==> config.mk <==
export PLATFORM = sky130hd
export DESIGN_NAME = tdc_meas_seq
export DESIGN_NICKNAME = d
export VERILOG_FILES = /design/src/rtl/tdc_pkg.sv /design/src/rtl/tdc_stat_acc.sv /design/src/rtl/tdc_meas_seq.sv
export SDC_FILE = /design/constraint.sdc
export NUM_CORES = 1
export LEC_CHECK = 0
export CORE_MARGIN = 5
export CORE_UTILIZATION = 51
export CTS_BUF_LIST = sky130_fd_sc_hd__clkbuf_4 sky130_fd_sc_hd__clkbuf_8
export CTS_CLUSTER_DIAMETER = 200
export DETAILED_ROUTE_END_ITERATION = 8
export GPL_TIMING_DRIVEN = 1
export PLACE_DENSITY = 0.9
export SYNTH_ARGS = -nofsm -noshare
export SYNTH_HDL_FRONTEND = slang
export SYNTH_SLANG_ARGS = --single-unit
==> constraint.sdc <==
create_clock -name clk -period 2 [get_ports clk]
set_input_delay 0.4 -clock clk [delete_from_list [all_inputs] [get_ports clk]]
set_output_delay 0.4 -clock clk [all_outputs]
set_load 0.05 [all_outputs]
==> src/rtl/tdc_pkg.sv <==
// Shared types and default sizing for the TDC measurement sequencer.
package tdc_pkg;
  localparam int TDC_N_O          = 6;
  localparam int TDC_SAMPLES_LOG2 = 4;

  typedef enum logic [2:0] {
    IDLE,
    LAUNCH,
    CAPTURE,
    SETTLE,
    SAMPLE,
    DONE
  } tdc_seq_state_t;
endpackage

==> src/rtl/tdc_stat_acc.sv <==
// Running min/max/sum of TDC samples; commit copies the post-update working values to the outputs
// in the same cycle, so results are valid alongside the done pulse. No backpressure.
module tdc_stat_acc #(
  parameter int W  = 7,
  parameter int SW = 11
) (
  input  logic          clk,
  input  logic          rst,
  input  logic          clr,
  input  logic          smp_en,
  input  logic          commit,
  input  logic [W-1:0]  smp,
  output logic [W-1:0]  min_o,
  output logic [W-1:0]  max_o,
  output logic [SW-1:0] sum_o
);
  logic [W-1:0]  min_q, min_d, max_q, max_d;
  logic [SW-1:0] sum_q, sum_d;
  logic [W-1:0]  omin_q, omin_d, omax_q, omax_d;
  logic [SW-1:0] osum_q, osum_d;

  always_comb begin
    min_d = min_q;
    max_d = max_q;
    sum_d = sum_q;
    if (clr) begin
      min_d = '1;
      max_d = '0;
      sum_d = '0;
    end else if (smp_en) begin
      if (smp < min_q) min_d = smp;
      if (smp > max_q) max_d = smp;
      sum_d = sum_q + SW'(smp);
    end
    omin_d = commit ? min_d : omin_q;
    omax_d = commit ? max_d : omax_q;
    osum_d = commit ? sum_d : osum_q;
  end

  always_ff @(posedge clk) begin
    if (rst) begin
      min_q  <= '1;
      max_q  <= '0;
      sum_q  <= '0;
      omin_q <= '0;
      omax_q <= '0;
      osum_q <= '0;
    end else begin
      min_q  <= min_d;
      max_q  <= max_d;
      sum_q  <= sum_d;
      omin_q <= omin_d;
      omax_q <= omax_d;
      osum_q <= osum_d;
    end
  end

  assign min_o = omin_q;
  assign max_o = omax_q;
  assign sum_o = osum_q;
endmodule

==> src/rtl/tdc_meas_seq.sv <==
// Runs 2^SAMPLES_LOG2 launch/capture/settle/sample iterations against the TDC and reports min/max/sum/avg.
// Start-to-done is 1+2^SAMPLES_LOG2*(3+SETTLE_CYC) cycles; start while busy is dropped, abort returns to idle.
module tdc_meas_seq import tdc_pkg::*; #(
  parameter int N_O          = TDC_N_O,
  parameter int SAMPLES_LOG2 = TDC_SAMPLES_LOG2,
  parameter int SETTLE_CYC   = 3
) (
  input  logic                          clk,
  input  logic                          rst,
  input  logic                          start,
  input  logic                          abort,
  input  logic [N_O:0]                  hw_i,
  output logic                          launch_o,
  output logic                          capture_o,
  output logic                          pg_tog_o,
  output logic                          busy,
  output logic                          done,
  output logic [N_O:0]                  hw_min,
  output logic [N_O:0]                  hw_max,
  output logic [N_O+SAMPLES_LOG2:0]     hw_sum,
  output logic [N_O:0]                  hw_avg
);
  localparam int SW = N_O + 1 + SAMPLES_LOG2;

  tdc_seq_state_t          state_q, state_d;
  logic [3:0]              settle_q, settle_d;
  logic [SAMPLES_LOG2-1:0] count_q, count_d;
  logic launch_q, launch_d, capture_q, capture_d, pg_tog_q, pg_tog_d;
  logic busy_q, busy_d, done_q, done_d;

  always_comb begin
    state_d  = state_q;
    settle_d = settle_q;
    count_d  = count_q;
    case (state_q)
      IDLE: begin
        if (start && !abort) begin
          state_d = LAUNCH;
          count_d = '0;
        end
      end
      LAUNCH:  state_d = CAPTURE;
      CAPTURE: begin
        settle_d = 4'(SETTLE_CYC - 1);
        state_d  = SETTLE;
      end
      SETTLE: begin
        if (settle_q == 4'd0) state_d = SAMPLE;
        else                  settle_d = settle_q - 4'd1;
      end
      SAMPLE: begin
        count_d = count_q + 1'b1;
        state_d = (count_q == {SAMPLES_LOG2{1'b1}}) ? DONE : LAUNCH;
      end
      DONE:    state_d = IDLE;
      default: state_d = IDLE;
    endcase
    if (abort && state_q != IDLE) state_d = IDLE;

    // Strobes decode the next state so each lands in the cycle its state occupies.
    launch_d  = (state_d == LAUNCH);
    capture_d = (state_d == CAPTURE);
    pg_tog_d  = pg_tog_q ^ (state_d == LAUNCH);
    busy_d    = (state_d != IDLE);
    done_d    = (state_d == DONE);
  end

  always_ff @(posedge clk) begin
    if (rst) begin
      state_q   <= IDLE;
      settle_q  <= '0;
      count_q   <= '0;
      launch_q  <= 1'b0;
      capture_q <= 1'b0;
      pg_tog_q  <= 1'b0;
      busy_q    <= 1'b0;
      done_q    <= 1'b0;
    end else begin
      state_q   <= state_d;
      settle_q  <= settle_d;
      count_q   <= count_d;
      launch_q  <= launch_d;
      capture_q <= capture_d;
      pg_tog_q  <= pg_tog_d;
      busy_q    <= busy_d;
      done_q    <= done_d;
    end
  end

  tdc_stat_acc #(.W(N_O + 1), .SW(SW)) u_acc (
    .clk    (clk),
    .rst    (rst),
    .clr    (state_q == IDLE && state_d == LAUNCH),
    .smp_en (state_q == SAMPLE),
    .commit (state_d == DONE),
    .smp    (hw_i),
    .min_o  (hw_min),
    .max_o  (hw_max),
    .sum_o  (hw_sum)
  );

  assign hw_avg    = hw_sum[SW-1:SAMPLES_LOG2];
  assign launch_o  = launch_q;
  assign capture_o = capture_q;
  assign pg_tog_o  = pg_tog_q;
  assign busy      = busy_q;
  assign done      = done_q;
endmodule

=== Word level (Yosys, flattened, before mapping) ===
Cells that the tools add are included.

* Register bits: 66
* Bits in latches: 0
* Bits in writable memories: 0
* Bits in read-only memories: 0
* Input bits: 11
* Output and inout port bits: 37
* Word-level logic and storage cells: 59
* Memories kept: 0

* Add/subtract/negate cells: 3
* Multiply operators: 0
* Divide/modulo/power cells: 0
* $lt $le $gt $ge: 2
* Equality and inequality tests: 10
* Shift-type cells: 0
* Mux-type cells: 17
* Bitwise operators: 1
* Reduce and logical (&&, ||, !) cells: 12

{| class="wikitable"
|+ Operator list
! cell !! number
|-
| two-way mux 7 bit || 6
|-
| two-way mux 11 bit || 2
|-
| one-hot mux 4 bit (2 select lines) || 2
|-
| one-hot mux 3 bit (5 select lines) || 1
|-
| two-way mux 3 bit || 4
|-
| adder 11 x 7 -> 11 bit || 1
|-
| == test 3 x 2 -> 1 bit, second input constant || 3
|-
| two-way mux 4 bit || 2
|-
| > comparator 7 bit || 1
|-
| less-than comparator 7 bit || 1
|-
| == test 3 x 1 -> 1 bit, second input constant || 2
|-
| == test 3 bit, second input constant || 2
|-
| nonzero test 3 bit || 2
|-
| adder 4 x 1 -> 4 bit, second input constant || 1
|-
| == test 4 bit, second input constant || 1
|-
| zero test 4 bit || 1
|-
| != test 2 bit, second input constant || 2
|-
| AND reduction 2 bit || 2
|-
| nonzero test 2 bit || 2
|-
| subtractor 4 x 1 -> 4 bit, second input constant || 1
|-
| logical AND 1 bit || 3
|-
| zero test 3 bit || 1
|-
| zero test 1 bit || 1
|-
| XOR 1 bit || 1
|}

=== Logic depth before layout (Yosys ltp) ===
* Depth after elaboration: 8
* Depth in mapped cells: 8
* Depth with buffers taken out: 7

=== By module ===
Synthesis repeated with hierarchy kept, for this count alone.

* Cells, all modules: 416
* Area, all modules: 3669.8 um^2

{| class="wikitable"
|+ Modules (own cells, without submodules)
! module !! times used !! cells an instance !! area an instance (um^2)
|-
| tdc_stat_acc || 1 || 323 || 2798.9
|-
| tdc_meas_seq || 1 || 93 || 870.8
|}

=== Worst setup path after synthesis ===
OpenSTA, ideal clock, no wires.

* Path kind: input to register
* From: input hw_i[4]
* To: register u_acc.omin_q[2], in the netlist u_acc.min_o[2]
* Data arrival time: 1.806 ns
* Data required time: 1.863 ns
* Setup slack: 0.057 ns
* Cell stages on the path: 6
* Path buffers: 0
* Path through: ha_1 a211oi_1 o211ai_4 a21oi_4 mux2i_1 a211oi_2

* Cells in the longest elaborated chain, start to end: 4

{| class="wikitable"
|+ RTL lines
! item !! RTL line !! text
|-
| start, declared || tdc_meas_seq.sv:12 || <nowiki>input logic [N_O:0] hw_i,</nowiki>
|-
| less-than comparator 7 bit || tdc_stat_acc.sv:31 || <nowiki>if (smp < min_q) min_d = smp;</nowiki>
|-
| two-way mux 7 bit || tdc_stat_acc.sv:31 ||
|-
| two-way mux 7 bit || tdc_stat_acc.sv:30 || <nowiki>end else if (smp_en) begin</nowiki>
|-
| two-way mux 7 bit || tdc_stat_acc.sv:26 || <nowiki>if (clr) begin</nowiki>
|-
| end signal, assigned || tdc_stat_acc.sv:52 || <nowiki>omin_q <= omin_d;</nowiki>
|-
| end, declared || tdc_stat_acc.sv:19 || <nowiki>logic [W-1:0] omin_q, omin_d, omax_q, omax_d;</nowiki>
|}

No other way between the ends.
A chain may end at the register's enable or synchronous reset.

=== Worst setup path after layout ===
* From: register u_acc.min_q[4]
* To: register u_acc.min_q[0]

* Cells in the longest elaborated chain, start to end: 4

{| class="wikitable"
|+ RTL lines
! item !! RTL line !! text
|-
| start, declared || tdc_stat_acc.sv:17 || <nowiki>logic [W-1:0] min_q, min_d, max_q, max_d;</nowiki>
|-
| start signal, assigned || tdc_stat_acc.sv:49 || <nowiki>min_q <= min_d;</nowiki>
|-
| less-than comparator 7 bit || tdc_stat_acc.sv:31 ||
|-
| two-way mux 7 bit || tdc_stat_acc.sv:31 ||
|-
| two-way mux 7 bit || tdc_stat_acc.sv:30 ||
|-
| two-way mux 7 bit || tdc_stat_acc.sv:26 ||
|}

No other way between the ends.

==> metrics.yaml <==
status:
  status: "finished with violations"
  failed_checks: "negative setup slack"
synth:
  yosys-top-cells-area: "dfxtp_1 40%, ha_1 8.8%, nor2_1 5.6%, a21oi_1 5.1%, mux2i_1 3.1%"
  synth_seq_area_share_pct: 40.5
  syn_avg_cell_area_sq_um: 8.94
  ys_async_sr_fraction_pct: 0
  synth_top_family_by_area: "compound AO/OA/AOI/OAI gates"
  synth_commonest_cells: "66 x dfxtp_1, 49 x nor2_1, 33 x a21oi_1"
  synth_cell_type_count: 49
  synth_edf_count: 0
  synth_xor_area_share_pct: 1.88
  muxShareOfSynthArea_pct: 3.41
  synthAdderAreaFrac_pct: 9.74
  synth_top_area_share_pct: 40.5
  netlist_area_sq_um: 3260
  synth-simple-area-share_pct: 17.2
  synth_most_common_cell: "dfxtp_1"
  ys.warnings.count: 0
  syn-instance-count: 365
  synth_compound_area_share_pct: 20.2
  ys_dominant_reg_cell: "dfxtp_1"
  synth_seq_cells: 66
  synth_nets: 400
  synth_top_area_cell: "dfxtp_1"
clock_tree:
  clock-sinks: 66
  insertion_delay_ns: 0.35
  cts_tree: "yes"
  max-clock-path-buffers: 2
  root_buffer: "clkbuf_8"
  cts_htree_levels: 3
  clkTransAtPathRegs_ns: 0.07
  cts_buffers: 9
job:
  maxCapViolCount: 0
worst_setup_path:
  cp_num_buf_inv: 3
  cpMaxStageDelayCell: "dfxtp_2"
  critPathMaxStageDelay_ns: 0.35
  cp_max_fo: 3
  criticalPathCategory: "flop to flop"
  critical_path.top_delay_family: "compound AO/OA/AOI/OAI gates"
  start_kind: "flop"
  cp_data_arrival_time_ns: 2.24
  cp-end-kind: "flop"
  worstPathCellList: "inv_1, ha_1, a211oi_2, buf_4, o211ai_4, a21oi_4, buf_6, mux2i_4, nand2_2"
  cp.required_ns: 2.22
sta:
  slew_headroom_pct: 64.4
  slew_viol_final: 0
  setup_viol_count_final: 2
  tightest_slew_ns: 0.533
  fin_setup_tns_ns: -0.0171
  fin_ws_ns: -0.0139
  rsz0062_at_grt: "yes"
  clock.fmax_mhz: 497
  period_share_pct: 101
  period_needed_ns: 2.01
  finalHoldViolations: 0
  skew_ns: 0.00781
global_route:
  grt_overflow: 0
  met3_usage_pct: 4.84
  top_usage_layer: "met2"
  grt_max_degree: 48
  antenna_found_initial: 0
  track_usage_pct: 20.9
  grt_pass1_wl_um: 14200
  met1_usage_pct: 23.2
  grt_pass1_vias: 3189
  met2_usage_pct: 36.8
die:
  ios: 48
  start_util_pct: 52.0
  die_h_um: 90.0
  rows: 29
  dieArea_sq_um: 8100
  die_w_um: 90.0
  core_area_sq_um: 6280
route:
  drt-vias-per-instance: 5.82
  postRouteWirelength_um: 8510
  drt-wirelength-per-cell_um: 16.6
  dr.pass1.iters: 4
  num_vias: 2984
  drt_iter0_drc: 173
  drc: 0
  ant_nets: 0
finish:
  area_growth_syn_to_layout_pct: 31.4
  layout-drive-gt1-share_pct: 21.6
  antenna_cells: 0
  nNetsFinal: 466
  fin_util_pct: 68.3
placement:
  port_buffers: 47
  hpwl_um: 5590
  place_congestion: 0.865
pwr:
  p_per_area_nw_per_um2: 616
  p_total_mw: 2.64
  ir_drop_v: 0.000456
  p_leak_nw: 1.64
worst_hold_path:
  hp-class: "flop to flop"
==> cell families (layout without fill, tap and decap cells) <==
| group | count (synthesis) | count (layout) |
|---|---|---|
| AOI/OAI and AO/OA | 95 | 95 |
| xor gates and xnor gates | 7 | 7 |
| adders and majority gates | 25 | 25 |
| buffers and inverters | 44 | 115 |
| DFF | 66 | 66 |
| muxes | 11 | 11 |
| and+or+nand+nor | 117 | 117 |
==> registers in the layout, indices dropped and copies added (netlist names) <==
register     count
u_acc.sum_o     11
pg_tog_o         1
busy             1
settle_q         4
launch_o         1
done             1
u_acc.max_q      7
u_acc.min_o      7
state_q          3
count_q          4
u_acc.max_o      7
u_acc.sum_q     11
u_acc.min_q      7
capture_o        1
==> repair_timing <==
item                                    4_1_cts  5_1_grt
pin swaps                                     9        5
hold buffers                                  0        0
endpoints found under the setup margin       41       33
setup buffers                                 3        2
endpoints found under the hold margin         0        0
gates resized for setup                      31       19
==> layout make-up <==
cell class	instances	area [sq um]
clock buffers	9	124
flip-flops and latches	66	1320
inverters	18	67.6
well taps	77	96.3
repair buffers	81	733
clock inverters	7	68.8
multi-input cells	255	1880
fillers	460	1990
==> path summary, 6_finish.rpt <==
kind / cells past startpoint / endpoint / slack [ns] / startpoint
max: 9 / u_acc.min_q[0]$_SDFF_PP1_ / -0.01 / u_acc.min_q[4]$_SDFF_PP1_
min: 2 / u_acc.sum_o[2]$_SDFFE_PP0P_ / 0.46 / u_acc.sum_o[2]$_SDFFE_PP0P_
max reg2reg: 9 / u_acc.min_q[0]$_SDFF_PP1_ / -0.01 / u_acc.min_q[4]$_SDFF_PP1_
min reg2reg: 2 / u_acc.sum_o[2]$_SDFFE_PP0P_ / 0.46 / u_acc.sum_o[2]$_SDFFE_PP0P_
==> where the power goes <==
group | internal [mW] | switching (mW) | total [mW]
logic | 0.0830 | 0.129 | 0.212
registers | 1.32 | 0.00482 | 1.33
clock network | 0.572 | 0.533 | 1.11
total | 1.98 | 0.667 | 2.64
==> worst reg2reg max path: stages (launching register included) <==
cell	delay, ns
dfxtp_2	0.35
inv_1	0.05
ha_1	0.31
a211oi_2	0.23
buf_4	0.15
o211ai_4	0.08
a21oi_4	0.16
buf_6	0.15
mux2i_4	0.29
nand2_2	0.10
==> cell usage in the layout, fill, tap and decap left out, drive strengths merged, types with 4 or more instances in the layout <==
cell and n:
mux2i 10, o21ai 17, clkbuf 10, or2 4, a211oi 19, clkdlybuf4s50 40, nor2 50, dfxtp 66
ha 23, inv 19, a21oi 34, dlygate4sd2 6, a311oi 8, buf 34, nand3 12, nand4 5
nand2 24, a21o 4, xnor2 7
==> metal layers <==
metal  share of wire (%)  vias to the layer above
li1                    -                     1423
met1                  41                     1445
met2                  51                       86
met3                 4.3                       30
met4                 3.7                        0
met5                   0                        -
==> per-stage QoR <==
step           worst slack, ns  area [sq um]  hold slack (ns)  std cells
6_report               -0.0139          4290            0.463        513
5_1_grt                -0.0564          4290            0.498        513
4_1_cts                 0.0338          4220            0.465        511
3_5_place_dp            -0.693          3910            0.454        492
3_3_place_gp            -0.604          3910            0.443        492
2_1_floorplan           0.0568          3260            0.436        365
No activity file was read; power rests on OpenSTA's default activity.
